==> src/rtl/alu_pkg.sv <==
// alu_pkg: shared definitions for the multi-cycle byte ALU.
//   DATA_W      operand / result width (fixed at 8)
//   STATE_N     number of controller states (one-hot width)
//   ST_*        bit index of each state inside the one-hot vector
//   OP_*        operation encodings carried on op_code
//   state_t     one-hot controller state type
package alu_pkg;

  localparam int DATA_W  = 8;
  localparam int STATE_N = 17;

  localparam int ST_IDLE     = 0;
  localparam int ST_LOAD_M   = 1;
  localparam int ST_ADD      = 2;
  localparam int ST_SUB      = 3;
  localparam int ST_MUL_CHK  = 4;
  localparam int ST_MUL_ADD  = 5;
  localparam int ST_MUL_SHR  = 6;
  localparam int ST_MUL_LOOP = 7;
  localparam int ST_DIV_CHK  = 8;
  localparam int ST_DIV_SHL  = 9;
  localparam int ST_DIV_SUB  = 10;
  localparam int ST_DIV_SETQ = 11;
  localparam int ST_DIV_LOOP = 12;
  localparam int ST_OUT_LO   = 13;
  localparam int ST_OUT_HI   = 14;
  localparam int ST_OUT_RES  = 15;
  localparam int ST_DIV_ZERO = 16;

  localparam logic [1:0] OP_ADD = 2'b00;
  localparam logic [1:0] OP_SUB = 2'b01;
  localparam logic [1:0] OP_MUL = 2'b10;
  localparam logic [1:0] OP_DIV = 2'b11;

  typedef enum logic [STATE_N-1:0] {
    S_IDLE     = 17'd1 << ST_IDLE,
    S_LOAD_M   = 17'd1 << ST_LOAD_M,
    S_ADD      = 17'd1 << ST_ADD,
    S_SUB      = 17'd1 << ST_SUB,
    S_MUL_CHK  = 17'd1 << ST_MUL_CHK,
    S_MUL_ADD  = 17'd1 << ST_MUL_ADD,
    S_MUL_SHR  = 17'd1 << ST_MUL_SHR,
    S_MUL_LOOP = 17'd1 << ST_MUL_LOOP,
    S_DIV_CHK  = 17'd1 << ST_DIV_CHK,
    S_DIV_SHL  = 17'd1 << ST_DIV_SHL,
    S_DIV_SUB  = 17'd1 << ST_DIV_SUB,
    S_DIV_SETQ = 17'd1 << ST_DIV_SETQ,
    S_DIV_LOOP = 17'd1 << ST_DIV_LOOP,
    S_OUT_LO   = 17'd1 << ST_OUT_LO,
    S_OUT_HI   = 17'd1 << ST_OUT_HI,
    S_OUT_RES  = 17'd1 << ST_OUT_RES,
    S_DIV_ZERO = 17'd1 << ST_DIV_ZERO
  } state_t;

endpackage

==> src/rtl/alu_adder9.sv <==
// alu_adder9: 9-bit ripple-carry add/subtract unit shared by every
// arithmetic step of the ALU.
//   a, b  in  9   operands
//   sub   in  1   0: sum = a + b, 1: sum = a - b (two's complement)
//   sum   out 9   result, modulo 512
module alu_adder9
  import alu_pkg::*;
(
  input  logic [DATA_W:0] a,
  input  logic [DATA_W:0] b,
  input  logic            sub,
  output logic [DATA_W:0] sum
);

  logic [DATA_W:0] b_eff;

  // Subtraction is a + ~b + 1: invert b and feed sub in as the carry-in.
  assign b_eff = b ^ {(DATA_W+1){sub}};

  always_comb begin : ripple
    logic c;
    c   = sub;
    sum = '0;
    for (int i = 0; i <= DATA_W; i++) begin
      sum[i] = a[i] ^ b_eff[i] ^ c;
      c      = (a[i] & b_eff[i]) | (c & (a[i] ^ b_eff[i]));
    end
  end

endmodule

==> src/rtl/alu_core.sv <==
// alu_core: multi-cycle 8-bit integer ALU (add, sub, shift-add multiply,
// restoring divide) fed serially from a byte bus.
//   clk               in  1   clock, rising edge
//   reset             in  1   synchronous, active-high
//   BEGIN             in  1   start strobe, sampled in IDLE only
//   op_code           in  2   00 add, 01 sub, 10 mul, 11 div
//   inbus             in  8   operand 1 (IDLE edge), operand 2 (LOAD_M edge)
//   outbus            out 8   result byte, 0 outside output states
//   END               out 1   high while outbus carries a result byte
//   act_state_debug   out 17  current one-hot state
//   next_state_debug  out 17  combinational next state
//   A/Q/M_reg_debug   out 8   A[7:0], Q, M
// Multiply/divide return two bytes: Q first (product low / quotient),
// then A (product high / remainder).
module alu_core
  import alu_pkg::*;
(
  input  logic                clk,
  input  logic                reset,
  input  logic                BEGIN,
  input  logic [1:0]          op_code,
  input  logic [DATA_W-1:0]   inbus,
  output logic [DATA_W-1:0]   outbus,
  output logic                END,
  output logic [STATE_N-1:0]  act_state_debug,
  output logic [STATE_N-1:0]  next_state_debug,
  output logic [DATA_W-1:0]   A_reg_debug,
  output logic [DATA_W-1:0]   Q_reg_debug,
  output logic [DATA_W-1:0]   M_reg_debug
);

  state_t            state;
  state_t            next;
  logic [DATA_W:0]   a_reg;
  logic [DATA_W-1:0] q_reg;
  logic [DATA_W-1:0] m_reg;
  logic [2:0]        cnt;
  logic [1:0]        op_reg;

  logic [DATA_W:0]   add_a;
  logic [DATA_W:0]   add_b;
  logic              add_sub;
  logic [DATA_W:0]   add_sum;

  // Shared adder operand selection
  always_comb begin
    add_a   = a_reg;
    add_b   = {1'b0, m_reg};
    add_sub = 1'b0;
    case (state)
      S_ADD:     add_a = {1'b0, q_reg};
      S_SUB: begin
        add_a   = {1'b0, q_reg};
        add_sub = 1'b1;
      end
      // Multiply accumulates on A[7:0]; the carry lands in A[8].
      S_MUL_ADD: add_a = {1'b0, a_reg[DATA_W-1:0]};
      S_DIV_SUB: add_sub = 1'b1;
      default: ;
    endcase
  end

  alu_adder9 u_adder (
    .a   (add_a),
    .b   (add_b),
    .sub (add_sub),
    .sum (add_sum)
  );

  // Controller: state register
  always_ff @(posedge clk) begin
    if (reset) state <= S_IDLE;
    else       state <= next;
  end

  // Controller: next-state decode
  always_comb begin
    next = state;
    case (state)
      S_IDLE:     if (BEGIN) next = S_LOAD_M;
      S_LOAD_M: begin
        case (op_reg)
          OP_ADD:  next = S_ADD;
          OP_SUB:  next = S_SUB;
          OP_MUL:  next = S_MUL_CHK;
          OP_DIV:  next = S_DIV_CHK;
          default: next = S_IDLE;
        endcase
      end
      S_ADD:      next = S_OUT_RES;
      S_SUB:      next = S_OUT_RES;
      S_MUL_CHK:  next = q_reg[0] ? S_MUL_ADD : S_MUL_SHR;
      S_MUL_ADD:  next = S_MUL_SHR;
      S_MUL_SHR:  next = S_MUL_LOOP;
      // cnt wraps to 0 after the eighth increment.
      S_MUL_LOOP: next = (cnt == 3'd0) ? S_OUT_LO : S_MUL_CHK;
      S_DIV_CHK:  next = (m_reg == '0) ? S_DIV_ZERO : S_DIV_SHL;
      S_DIV_SHL:  next = S_DIV_SUB;
      S_DIV_SUB:  next = S_DIV_SETQ;
      S_DIV_SETQ: next = S_DIV_LOOP;
      S_DIV_LOOP: next = (cnt == 3'd0) ? S_OUT_LO : S_DIV_SHL;
      S_DIV_ZERO: next = S_OUT_LO;
      S_OUT_LO:   next = S_OUT_HI;
      S_OUT_HI:   next = S_IDLE;
      S_OUT_RES:  next = S_IDLE;
      default:    next = S_IDLE;
    endcase
  end

  // Datapath registers
  always_ff @(posedge clk) begin
    if (reset) begin
      a_reg  <= '0;
      q_reg  <= '0;
      m_reg  <= '0;
      cnt    <= '0;
      op_reg <= '0;
    end else begin
      case (state)
        S_IDLE: begin
          if (BEGIN) begin
            q_reg  <= inbus;
            op_reg <= op_code;
            a_reg  <= '0;
            cnt    <= '0;
          end
        end
        S_LOAD_M:  m_reg <= inbus;
        S_ADD, S_SUB, S_MUL_ADD, S_DIV_SUB: a_reg <= add_sum;
        S_MUL_SHR: begin
          {a_reg, q_reg} <= {1'b0, a_reg, q_reg[DATA_W-1:1]};
          cnt            <= cnt + 3'd1;
        end
        // A[8] is always 0 here (partial remainder < M), so dropping it is safe.
        S_DIV_SHL: {a_reg, q_reg} <= {a_reg[DATA_W-1:0], q_reg, 1'b0};
        S_DIV_SETQ: begin
          if (a_reg[DATA_W]) begin
            a_reg    <= add_sum;
            q_reg[0] <= 1'b0;
          end else begin
            q_reg[0] <= 1'b1;
          end
          cnt <= cnt + 3'd1;
        end
        S_DIV_ZERO: begin
          a_reg <= {1'b0, q_reg};
          q_reg <= '1;
        end
        default: ;
      endcase
    end
  end

  // Output decode from current state
  always_comb begin
    outbus = '0;
    END    = 1'b0;
    case (state)
      S_OUT_RES: begin
        outbus = a_reg[DATA_W-1:0];
        END    = 1'b1;
      end
      S_OUT_LO: begin
        outbus = q_reg;
        END    = 1'b1;
      end
      S_OUT_HI: begin
        outbus = a_reg[DATA_W-1:0];
        END    = 1'b1;
      end
      default: ;
    endcase
  end

  assign act_state_debug  = state;
  assign next_state_debug = next;
  assign A_reg_debug      = a_reg[DATA_W-1:0];
  assign Q_reg_debug      = q_reg;
  assign M_reg_debug      = m_reg;

endmodule

==> config.mk <==
export PLATFORM = sky130hd
export DESIGN_NAME = alu_core
export DESIGN_NICKNAME = d
export VERILOG_FILES = /design/src/rtl/alu_pkg.sv /design/src/rtl/alu_adder9.sv /design/src/rtl/alu_core.sv
export SDC_FILE = /design/constraint.sdc
export NUM_CORES = 1
export LEC_CHECK = 0
export BUFFER_PORTS_ARGS = -buffer_cell sky130_fd_sc_hd__buf_2
export CORE_AREA = 2 2 81 83
export DETAILED_ROUTE_END_ITERATION = 16
export DIE_AREA = 0 0 83 85
export PLACE_DENSITY = 0.77
export SYNTH_ARGS = -nofsm -noshare
export SYNTH_HDL_FRONTEND = slang
export SYNTH_SLANG_ARGS = --single-unit
==> constraint.sdc <==
create_clock -name clk -period 14.3 [get_ports clk]
set_input_delay 4.29 -clock clk [delete_from_list [all_inputs] [get_ports clk]]
set_output_delay 4.29 -clock clk [all_outputs]
set_load 0.01 [all_outputs]
Word-level counts from Yosys, hierarchy flattened. Cells that the tools add are included.

Output and inout port bits: 67. Register bits: 47. Word-level logic and storage cells: 113. Input bits: 13.

Add/sub/neg operators: 1. Bitwise operators: 43. Equal/unequal tests: 22. Reductions and logical operators: 19. Mux-type cells: 20.

Operator list (number): $pmux W17 S14 (1); $pmux W17 S4 (1); $pmux W9 S6 (1); $mux W17 (2); $mux W14 (2); $pmux W7 S4 (1); $mux W9 (2); $pmux W9 S2 (1); $xor A1 B1 Y1 (18); $eq A17 B1 Y1 const B (1); $eq A17 B10 Y1 const B (1); $eq A17 B11 Y1 const B (1); $eq A17 B12 Y1 const B (1); $eq A17 B13 Y1 const B (1); $eq A17 B14 Y1 const B (1); $eq A17 B15 Y1 const B (1); $eq A17 B16 Y1 const B (1); $eq A17 B17 Y1 const B (1); $eq A17 B2 Y1 const B (1); $eq A17 B3 Y1 const B (1); $eq A17 B4 Y1 const B (1); $eq A17 B5 Y1 const B (1); $eq A17 B6 Y1 const B (1); $eq A17 B7 Y1 const B (1); 28 further kinds (61).

Logic depth before layout (Yosys ltp).
Depth in word-level cells: 24. Gate-level depth with buffers: 18. Gate-level depth less buffers: 17.

Hierarchy. Synthesis repeated with hierarchy kept, for this count alone.

Cells, all modules: 343. Area, all modules: 3075.4 µm².

Modules (own cells, without submodules): alu_core (sequential area each 940.9 µm², times used 1, cells an instance 310, area an instance 2760.1 µm²); alu_adder9 (sequential area each 0.0 µm², times used 1, cells an instance 33, area an instance 315.3 µm²).

Least setup slack after synthesis. Ideal clock, no wire load.

Kind: input to output. From: input BEGIN. To: output next_state_debug[0]. Slack: 5.316 ns. Required time: 10.010 ns. Buffers on the path: 0. Stages: 3. Data arrival time: 4.694 ns. Path through: inv_1 > and3_1 > a41o_1.

Longest elaborated chain between the ends: 2.

RTL lines: start, declared (line alu_core.sv:20) `input logic BEGIN,`; $mux W17 (line alu_core.sv:80) `S_IDLE: if (BEGIN) next = S_LOAD_M;`; $pmux W17 S14 (line alu_core.sv:79) `case (state)`; end, declared (line alu_core.sv:26) `output logic [STATE_N-1:0] next_state_debug,`.

No other way between the ends.

Worst setup path after layout. Ends and elaborated chain as after synthesis.

==> impl_metrics.json <==
{
  "fin_nets": 410,
  "whs_ps": 471,
  "ys_top_cells_by_count": "dfxtp_1 (47), nor2_1 (30), nand2_1 (24)",
  "syn_area_mm2": 0.00297,
  "cts_buffers": 5,
  "slew_headroom_pct": 19.4,
  "avgRoutedWirePerCell_um": 18.2,
  "syn_avg_cell_area_um2": 9.10,
  "grt_max_degree": 33,
  "grt_pass1_vias": 2738,
  "yosysTopAreaCell": "dfxtp_1",
  "drive_gt1_share_pct": 29.0,
  "status": "finished clean",
  "max_clock_freq_mhz": 108,
  "async_reset_ff_share_pct": 0,
  "p_leak_uw": 0.00154,
  "post-route-drc-count": 0,
  "stdcell_area_mm2": 0.00342,
  "yosysWarnings": 0,
  "io_pins": 80,
  "drt_iter0_markers": 371,
  "largest_register_ffs": 17,
  "holdCritPathClass": "reg -> reg",
  "antenna_cells": 0,
  "synth_edf_count": 0,
  "ir_worst_vdd_mv": 0.0596,
  "antenna_left": 0,
  "hold_buffers": 0,
  "critical_path_class": "in -> out",
  "cts_root_buf": "clkbuf_8",
  "die-area_mm2": 0.00706,
  "routed_wl_mm": 8.46,
  "die_h_um": 85,
  "worst_slew_pin_slew_ps": 1190,
  "ys_ff_latch": 47,
  "critPathMaxFanout": 4,
  "rsz0062_at_grt": "false",
  "crit_path_end_kind": "primary output",
  "area_growth_pct": 15.3,
  "start_util_pct": 47.8,
  "syn_nets": 348,
  "synth_cell_types": 64,
  "yosys.cell_count.top_type": "dfxtp_1",
  "gp_congestion": 0.912,
  "rows": 29,
  "synthDominantCellAreaShare_pct": 31.7,
  "grt_pass1_wl_mm": 13.8,
  "synth_top_flop_cell": "dfxtp_1",
  "clk_pin_slew_ps": 90,
  "port-buffer-count": 79,
  "setup_viol": 0,
  "finClkSkew_ps": 5.51,
  "finalCritPeriodShare_pct": 64.7,
  "cts_tree": "yes",
  "clk_latency_ps": 310,
  "core_area_mm2": 0.00620,
  "cp.required_ps": 10010,
  "setup_tns_ps": 0,
  "htreeDepth": 2,
  "hold_viol": 0,
  "cts_buffer_depth": 2,
  "fillCellCount": 596,
  "maxCapViolations": 0,
  "min_period_ps": 9260,
  "routed_via_density": 6.20,
  "fin_util_pct": 55.1,
  "grt_usage_pct": 23.7,
  "cts_resized": 0,
  "finalMaxSlewViolations": 0,
  "fp.dieW_um": 83,
  "post-cts-setup-buffers": 0,
  "syn-instance-count": 326,
  "arrival_ps": 4970,
  "placed_cell_area_mm2": 0.00329,
  "vias": 2891,
  "drt-pass1-iter-count": 7,
  "synth_area_leaders": "dfxtp_1 (32%), fa_1 (4.7%), nor2_1 (3.8%)",
  "power.density_mw_per_mm2": 91.4,
  "pre_cts_ws_ps": 5050,
  "hpwl_mm": 6.06,
  "overflow": 0,
  "setup_ws_ps": 5040,
  "worst_setup_path_start_kind": "input pin",
  "clock-sinks": 47,
  "antenna_found_initial": 0,
  "yosysSeqAreaShare_pct": 31.7
}
placed cells by master, fill, tap and decap left out, types with 2 or more instances in the layout:
| master | Yosys | layout |
|---|---|---|
| buf_2 | 4 | 79 |
| o22ai_1 | 7 | 7 |
| nand3_1 | 6 | 6 |
| bufinv_16 | 0 | 2 |
| dfxtp_1 | 47 | 47 |
| nand2b_1 | 5 | 5 |
| inv_2 | 2 | 2 |
| ha_1 | 2 | 2 |
| and2_1 | 7 | 7 |
| and4_1 | 2 | 2 |
| nor4_1 | 8 | 8 |
| nor2_1 | 30 | 30 |
| xnor2_1 | 3 | 3 |
| nor2b_1 | 3 | 3 |
| nor3b_1 | 3 | 2 |
| nor4_4 | 2 | 2 |
| nor3_1 | 13 | 13 |
| xor2_1 | 6 | 6 |
| a221oi_1 | 7 | 7 |
| a21boi_0 | 7 | 7 |
| clkbuf_8 | 1 | 5 |
| and3b_1 | 2 | 2 |
| mux2_2 | 6 | 6 |
| nand2_1 | 24 | 24 |
| o21ai_0 | 9 | 9 |
| mux2i_1 | 9 | 9 |
| a22o_1 | 9 | 9 |
| a31oi_1 | 9 | 9 |
| and3_1 | 5 | 5 |
| inv_1 | 8 | 8 |
| fa_1 | 7 | 7 |
| a222oi_1 | 9 | 9 |
| nand4_1 | 7 | 7 |
| o21a_1 | 2 | 2 |
| nor4_2 | 2 | 2 |
| a21oi_1 | 8 | 8 |
routing by layer:
layer  vias up  wire [um]  GRT usage, %  share of wire, %
met5         -          0             0                 0
met4         0        167          8.35               2.0
met3        22        817          5.93               9.7
met2       165       3930          38.3                47
met1      1356       3540          31.1                42
li1       1348          -             -                 -
worst max-delay path: stages:
cell and delay (ps):
buf_2 110, inv_1 50, and3_1 150, a41o_1 220, buf_2 140
final timing paths:
check / depth (start not counted) / endpoint / from / slack [ps]
setup / recovery: 5 / next_state_debug[0] / BEGIN / 5040
hold / removal: 1 / cnt[2] / cnt[2] / 470
setup reg to reg: 16 / a_reg[8] / act_state_debug[14] / 8780
hold reg to reg: 1 / cnt[2] / cnt[2] / 470
where the power goes:
part / leakage, uW / internal (uW) / switching [uW]
clock network: 0.0000654 / 69.9 / 47.5
logic: 0.00109 / 18.5 / 28.3
registers: 0.000382 / 137 / 11.9
total: 0.00154 / 225 / 87.7
layout make-up:
cell class / count / area, um^2 / area share (%)
inverters: 10 / 37.5 / 1.10
well taps: 77 / 96.3 / 2.82
flip-flops and latches: 47 / 941 / 27.5
repair buffers: 80 / 403 / 11.8
clock inverters: 2 / 60.1 / 1.76
multi-input cells: 244 / 1810 / 52.9
clock buffers: 6 / 72.6 / 2.12
per-stage QoR:
stage	power, uW	instances
6_report	313	466
5_1_grt	325	466
4_1_cts	312	466
3_5_place_dp	197	458
3_3_place_gp	196	458
2_1_floorplan	180	326
logic make-up (layout without fill, tap and decap cells):
| group | count (synthesis) | count (layout) | synth area share [%] |
|---|---|---|---|
| AND/OR/NAND/NOR | 130 | 130 | 25.3 |
| XOR/XNOR | 10 | 10 | 3.42 |
| multiplexers | 15 | 15 | 5.31 |
| adder cells (fa/ha/maj) | 9 | 9 | 5.57 |
| buffers and inverters | 35 | 98 | 7.63 |
| flip-flops | 47 | 47 | 31.7 |
| AO/OA/AOI/OAI | 80 | 80 | 21.0 |
(Power assumes the default switching activity.)
